===== config.mk =====
export PLATFORM = sky130hd
export DESIGN_NAME = wb_arbiter
export DESIGN_NICKNAME = d
export VERILOG_FILES = /design/src/rtl/wb_arbiter.sv
export SDC_FILE = /design/constraint.sdc
export NUM_CORES = 1
export LEC_CHECK = 0
export ABC_AREA = 1
export CORE_MARGIN = 3
export CORE_UTILIZATION = 40
export DETAILED_ROUTE_END_ITERATION = 8
export PLACE_DENSITY = 0.66
export SLEW_MARGIN = 10
export SYNTH_ARGS = -nofsm -noshare
export SYNTH_HDL_FRONTEND = slang
export SYNTH_SLANG_ARGS = --single-unit

===== constraint.sdc =====
create_clock -name clk -period 3.2 [get_ports clk]
set_clock_uncertainty 0.15 [all_clocks]
set_input_delay 0.32 -clock clk [delete_from_list [all_inputs] [get_ports clk]]
set_output_delay 0.32 -clock clk [all_outputs]
set_load 0.01 [all_outputs]

===== src/rtl/wb_arbiter.sv =====
// Writeback arbiter: merges the ALU result stream and a FIFO-buffered long-latency
// result stream onto the single regfile write port, and tracks pending long results.
module wb_arbiter #(
  parameter int XLEN  = 32,
  parameter int DEPTH = 2
) (
  input  logic                       clk,
  input  logic                       rst,
  input  logic                       alu_valid,
  input  logic [4:0]                 alu_rd,
  input  logic [XLEN-1:0]            alu_data,
  input  logic                       lng_issue,
  input  logic [4:0]                 lng_issue_rd,
  input  logic                       lng_valid,
  output logic                       lng_ready,
  input  logic [4:0]                 lng_rd,
  input  logic [XLEN-1:0]            lng_data,
  input  logic [4:0]                 chk_rs1,
  input  logic [4:0]                 chk_rs2,
  input  logic [4:0]                 chk_rd,
  output logic                       hazard,
  output logic                       wr_en,
  output logic [4:0]                 wr_rd,
  output logic [XLEN-1:0]            wr_data,
  output logic [$clog2(DEPTH):0]     fifo_level
);

  localparam int PTR_W = $clog2(DEPTH);
  localparam int LVL_W = PTR_W + 1;
  localparam logic [LVL_W-1:0] DEPTH_L = LVL_W'(DEPTH);

  logic [4:0]       r_mem_rd   [DEPTH];
  logic [XLEN-1:0]  r_mem_data [DEPTH];
  logic [PTR_W-1:0] r_wr_ptr;
  logic [PTR_W-1:0] r_rd_ptr;
  logic [LVL_W-1:0] r_level;
  logic [31:0]      r_busy;
  logic             r_live;
  logic             r_wr_en;
  logic [4:0]       r_wr_rd;
  logic [XLEN-1:0]  r_wr_data;

  logic             w_alu_win;
  logic             w_pop;
  logic             w_push;
  logic [4:0]       w_head_rd;
  logic [XLEN-1:0]  w_head_data;
  logic [31:0]      w_busy_nxt;

  assign w_alu_win   = alu_valid && (alu_rd != 5'd0);
  assign w_pop       = !w_alu_win && (r_level != '0);
  assign lng_ready   = r_live && (r_level < DEPTH_L);
  assign w_push      = lng_valid && lng_ready;
  assign w_head_rd   = r_mem_rd[r_rd_ptr];
  assign w_head_data = r_mem_data[r_rd_ptr];

  assign hazard     = r_busy[chk_rs1] | r_busy[chk_rs2] | r_busy[chk_rd];
  assign wr_en      = r_wr_en;
  assign wr_rd      = r_wr_rd;
  assign wr_data    = r_wr_data;
  assign fifo_level = r_level;

  // Set is applied after clear so a re-issue to the popped rd keeps it busy.
  always_comb begin
    // NOTE: default first so every path assigns w_busy_nxt and no latch is inferred.
    w_busy_nxt = r_busy;
    if (w_pop) w_busy_nxt[w_head_rd] = 1'b0;
    if (lng_issue && (lng_issue_rd != 5'd0)) w_busy_nxt[lng_issue_rd] = 1'b1;
    w_busy_nxt[0] = 1'b0;
  end

  // NOTE: FIFO storage has no reset; pointers and level alone decide which entries are live.
  always_ff @(posedge clk) begin
    if (w_push) begin
      r_mem_rd[r_wr_ptr]   <= lng_rd;
      r_mem_data[r_wr_ptr] <= lng_data;
    end
  end

  // NOTE: sequential state uses non-blocking assignments so every register samples pre-edge values.
  always_ff @(posedge clk or negedge rst) begin
    if (!rst) begin
      r_wr_ptr  <= '0;
      r_rd_ptr  <= '0;
      r_level   <= '0;
      r_busy    <= '0;
      r_live    <= 1'b0;
      r_wr_en   <= 1'b0;
      r_wr_rd   <= '0;
      r_wr_data <= '0;
    end else begin
      r_live <= 1'b1;
      r_busy <= w_busy_nxt;

      if (w_push) r_wr_ptr <= r_wr_ptr + PTR_W'(1);
      if (w_pop)  r_rd_ptr <= r_rd_ptr + PTR_W'(1);

      case ({w_push, w_pop})
        2'b10:   r_level <= r_level + LVL_W'(1);
        2'b01:   r_level <= r_level - LVL_W'(1);
        default: r_level <= r_level;
      endcase

      // ALU has fixed priority; a long result waits in the FIFO until a free slot.
      if (w_alu_win) begin
        r_wr_en   <= 1'b1;
        r_wr_rd   <= alu_rd;
        r_wr_data <= alu_data;
      end else if (w_pop) begin
        r_wr_en   <= (w_head_rd != 5'd0);
        r_wr_rd   <= w_head_rd;
        r_wr_data <= w_head_data;
      end else begin
        r_wr_en   <= 1'b0;
      end
    end
  end

endmodule


==> results.ini <==
[synthesis]
ys_seq_area_share_pct = 59.6
synth_mux_area_share_pct = 3.37
synth_xor_xnor_area_share_pct = 0.512
synth_top_area_share_pct = 32.5
synth_top_family_by_area = simple AND/OR/NAND/NOR gates
ys_async_sr_fraction_pct = 50.0
yosysTopAreaCell = edfxtp_1
synth-simple-area-share_pct = 21.6
synth_edf_count = 74
syn_nets = 815
ys_seq_elements = 148
synthCells = 715
synthAdderAreaFrac_pct = 0.183
yosys-top-cells-area = edfxtp_1 (32%), dfrtp_1 (27%), nand2_1 (11%), nand3_1 (6.5%), mux2i_1 (3.4%)
syn_area_um2 = 6840
synth-compound-area-share_pct = 9.40
synth_flop_cell = edfxtp_1
synth_area_per_cell_um2 = 9.57
synthMostInstantiatedCell = nand2_1
yosys_warnings = 0
ys_top_cells_by_count = nand2_1 (202), nand3_1 (89), dfrtp_1 (74), edfxtp_1 (74), inv_1 (50)
yosys.cell_types.count = 33

[sta]
max_freq_mhz = 354
min_period_ns = 2.82
final.setup.tns_ns = 0
setup_ws_ns = 0.376
hold_viol_final = 0
setup_violations = 0
maxSlewViolCount = 0
slew_headroom_pct = 32.8
worst_pin_slew_ns = 1.01
period_share_pct = 88.3
rsz0062_at_grt = no

[clock_network]
cts-root-buf = clkbuf_16
clock-sinks = 148
clock_path_buffers = 2
path_clk_slew_ns = 0.06
post_cts_resized = 0
htreeDepth = 4
cts_inserted_buffers = 17
cts_tree = done
clk-insertion-delay-late_ns = 0.41
postCtsSetupBuffers = 0

[placement]
dp_hpwl_mm = 13.6
pre_cts_ws_ns = 0.407
gp_congestion = 0.974
port_buffers = 140

[floorplanning]
floorplan.initialDensity_pct = 41.1
die-area_um2 = 18700
num_rows = 47
die_y_um = 137
die_w_um = 137
ioPinCount = 141
core_um2 = 16600

[cells_and_area]
drive_above_1_share_pct = 7.24
area_growth_pct = 32.4
final.fill_count = 1462
diodes = 0
final_nets = 957

[routing]
drt_wl_total_mm = 19.5
wl_per_cell_um = 17.9
first_pass_iters = 5
vias_per_cell = 5.19
via_count = 5658
drt_iter0_markers = 484
postRouteAntennaNets = 0
drc = 0

[setup_path]
path_max_fanout = 15
critPathArrivalTime_ns = 2.35
worst_setup_path_start_kind = input pin
required_ns = 2.73
setup.worst_path.end_class = output pin
critPathKind = in2out

[global_routing]
grt_pass1_wl_mm = 30.5
grt_max_degree = 75
grt_overflow_total = 0
antenna_found_initial = 0
grt_pass1_vias = 5608
grt_util_all_layers_pct = 21.7

[pwr]
peakVddDrop_uv = 448
p_leak_nw = 3.69
power_density_nw_per_um2 = 801

[worst_hold_path]
worstHoldPathType = reg2reg

[run_status]
status = completed

[job]
cap_violations = 0

## layout by cell type, fill, tap and decap left out, types with 2 or more instances in the layout
| master | instances |
|---|---|
| clkinvlp_4 | 2 |
| clkbuf_16 | 17 |
| edfxtp_1 | 74 |
| o21ai_2 | 3 |
| nor2_1 | 36 |
| or2_0 | 2 |
| clkbuf_1 | 4 |
| dfrtp_1 | 73 |
| inv_1 | 50 |
| xnor2_1 | 2 |
| o311ai_0 | 9 |
| inv_2 | 5 |
| buf_4 | 11 |
| nand2_1 | 202 |
| bufinv_16 | 3 |
| o21ai_0 | 45 |
| nor2_4 | 4 |
| o211ai_1 | 25 |
| clkinv_1 | 2 |
| nand2_2 | 9 |
| a21oi_1 | 4 |
| xor2_1 | 2 |
| nand3_1 | 89 |
| clkdlybuf4s50_1 | 139 |
| o21ai_1 | 18 |
| mux2i_1 | 23 |
| clkinv_4 | 2 |
| clkinv_2 | 2 |
## metal layers
metal / global-route usage, % / vias to the layer above / share of wire [%] / wire length [µm]
met3: 6.91 / 38 / 7.6 / 1480
met4: 7.67 / 0 / 2.6 / 503
met2: 34.1 / 205 / 47 / 9280
met1: 28.4 / 2688 / 42 / 8280
met5: 0 / - / 0 / 0
li1: - / 2727 / - / -
## cell type report
cell class	instances	area (µm²)	share of cell area [%]
Inverter	57	214	2.36
Sequential cell	148	4080	45.0
Clock buffer	21	440	4.86
Clock inverter	11	153	1.69
Multi-Input combinational cell	482	2410	26.7
Timing Repair Buffer	151	1480	16.4
Tap cell	220	275	3.04
## cells by family after synthesis
group | Yosys count
AO/OA/AOI/OAI | 106
XOR/XNOR | 4
adder cells (fa/ha/maj) | 1
buffers and inverters | 85
flip-flops | 148
multiplexers | 23
other | 1
AND/OR/NAND/NOR | 347
## where the power goes
group,leakage (nW),internal (mW),switching (mW),total (mW)
Sequential,1.56,2.51,0.507,3.02
Combinational,1.84,0.968,1.27,2.24
Clock,0.284,1.23,0.764,2.00
Total,3.69,4.71,2.54,7.25
## critical path, stage by stage
cell and delay, ns:
clkdlybuf4s50_1 0.47, inv_1 0.39, nand2_1 0.10, nand3_1 0.09, nand3_1 0.07, nand2_1 0.07
nand2_1 0.05, nand3_1 0.08, nand2_1 0.09, nand3_1 0.09, clkdlybuf4s50_1 0.53
## state kept, by name, summed over array words and instances (netlist names)
signal      count
wr_data        32
wr_en           1
r_busy         31
fifo_level      2
r_rd_ptr        1
r_live          1
r_mem_rd       10
wr_rd           5
r_wr_ptr        1
r_mem_data     64
## metrics by stage
step                      hold WS (ns)  util, %  std cells  power [mW]  cell area, µm²
after global routing             0.322     54.4       1090        7.66            9050
after global placement           0.316     50.8       1057        5.25            8450
after floorplan                 -0.126        -        715        4.16            6840
final                            0.328     54.4       1090        7.25            9050
after CTS                        0.312     54.4       1090        7.28            9050
after detailed placement         0.319     50.8       1057        5.27            8450
## worst paths after layout
check / slack (ns) / startpoint / end / cells after the start
hold reg to reg: 0.33 / wr_rd[0] / wr_rd[0] / 2
setup / recovery: 0.38 / chk_rs1[0] / hazard / 11
setup reg to reg: 1.01 / fifo_level[1] / fifo_level[1] / 8
max in group asynchronous: 1.72 / rst / r_rd_ptr / 2
min in group asynchronous: 0.47 / rst / r_busy[3] / 2
hold / removal: 0.33 / wr_rd[0] / wr_rd[0] / 2
## repair_timing
item	in CTS	in global routing
hold endpoints to repair	74	0
setup endpoints to repair	0	0
hold buffers	1	0
(Power assumes the default switching activity.)
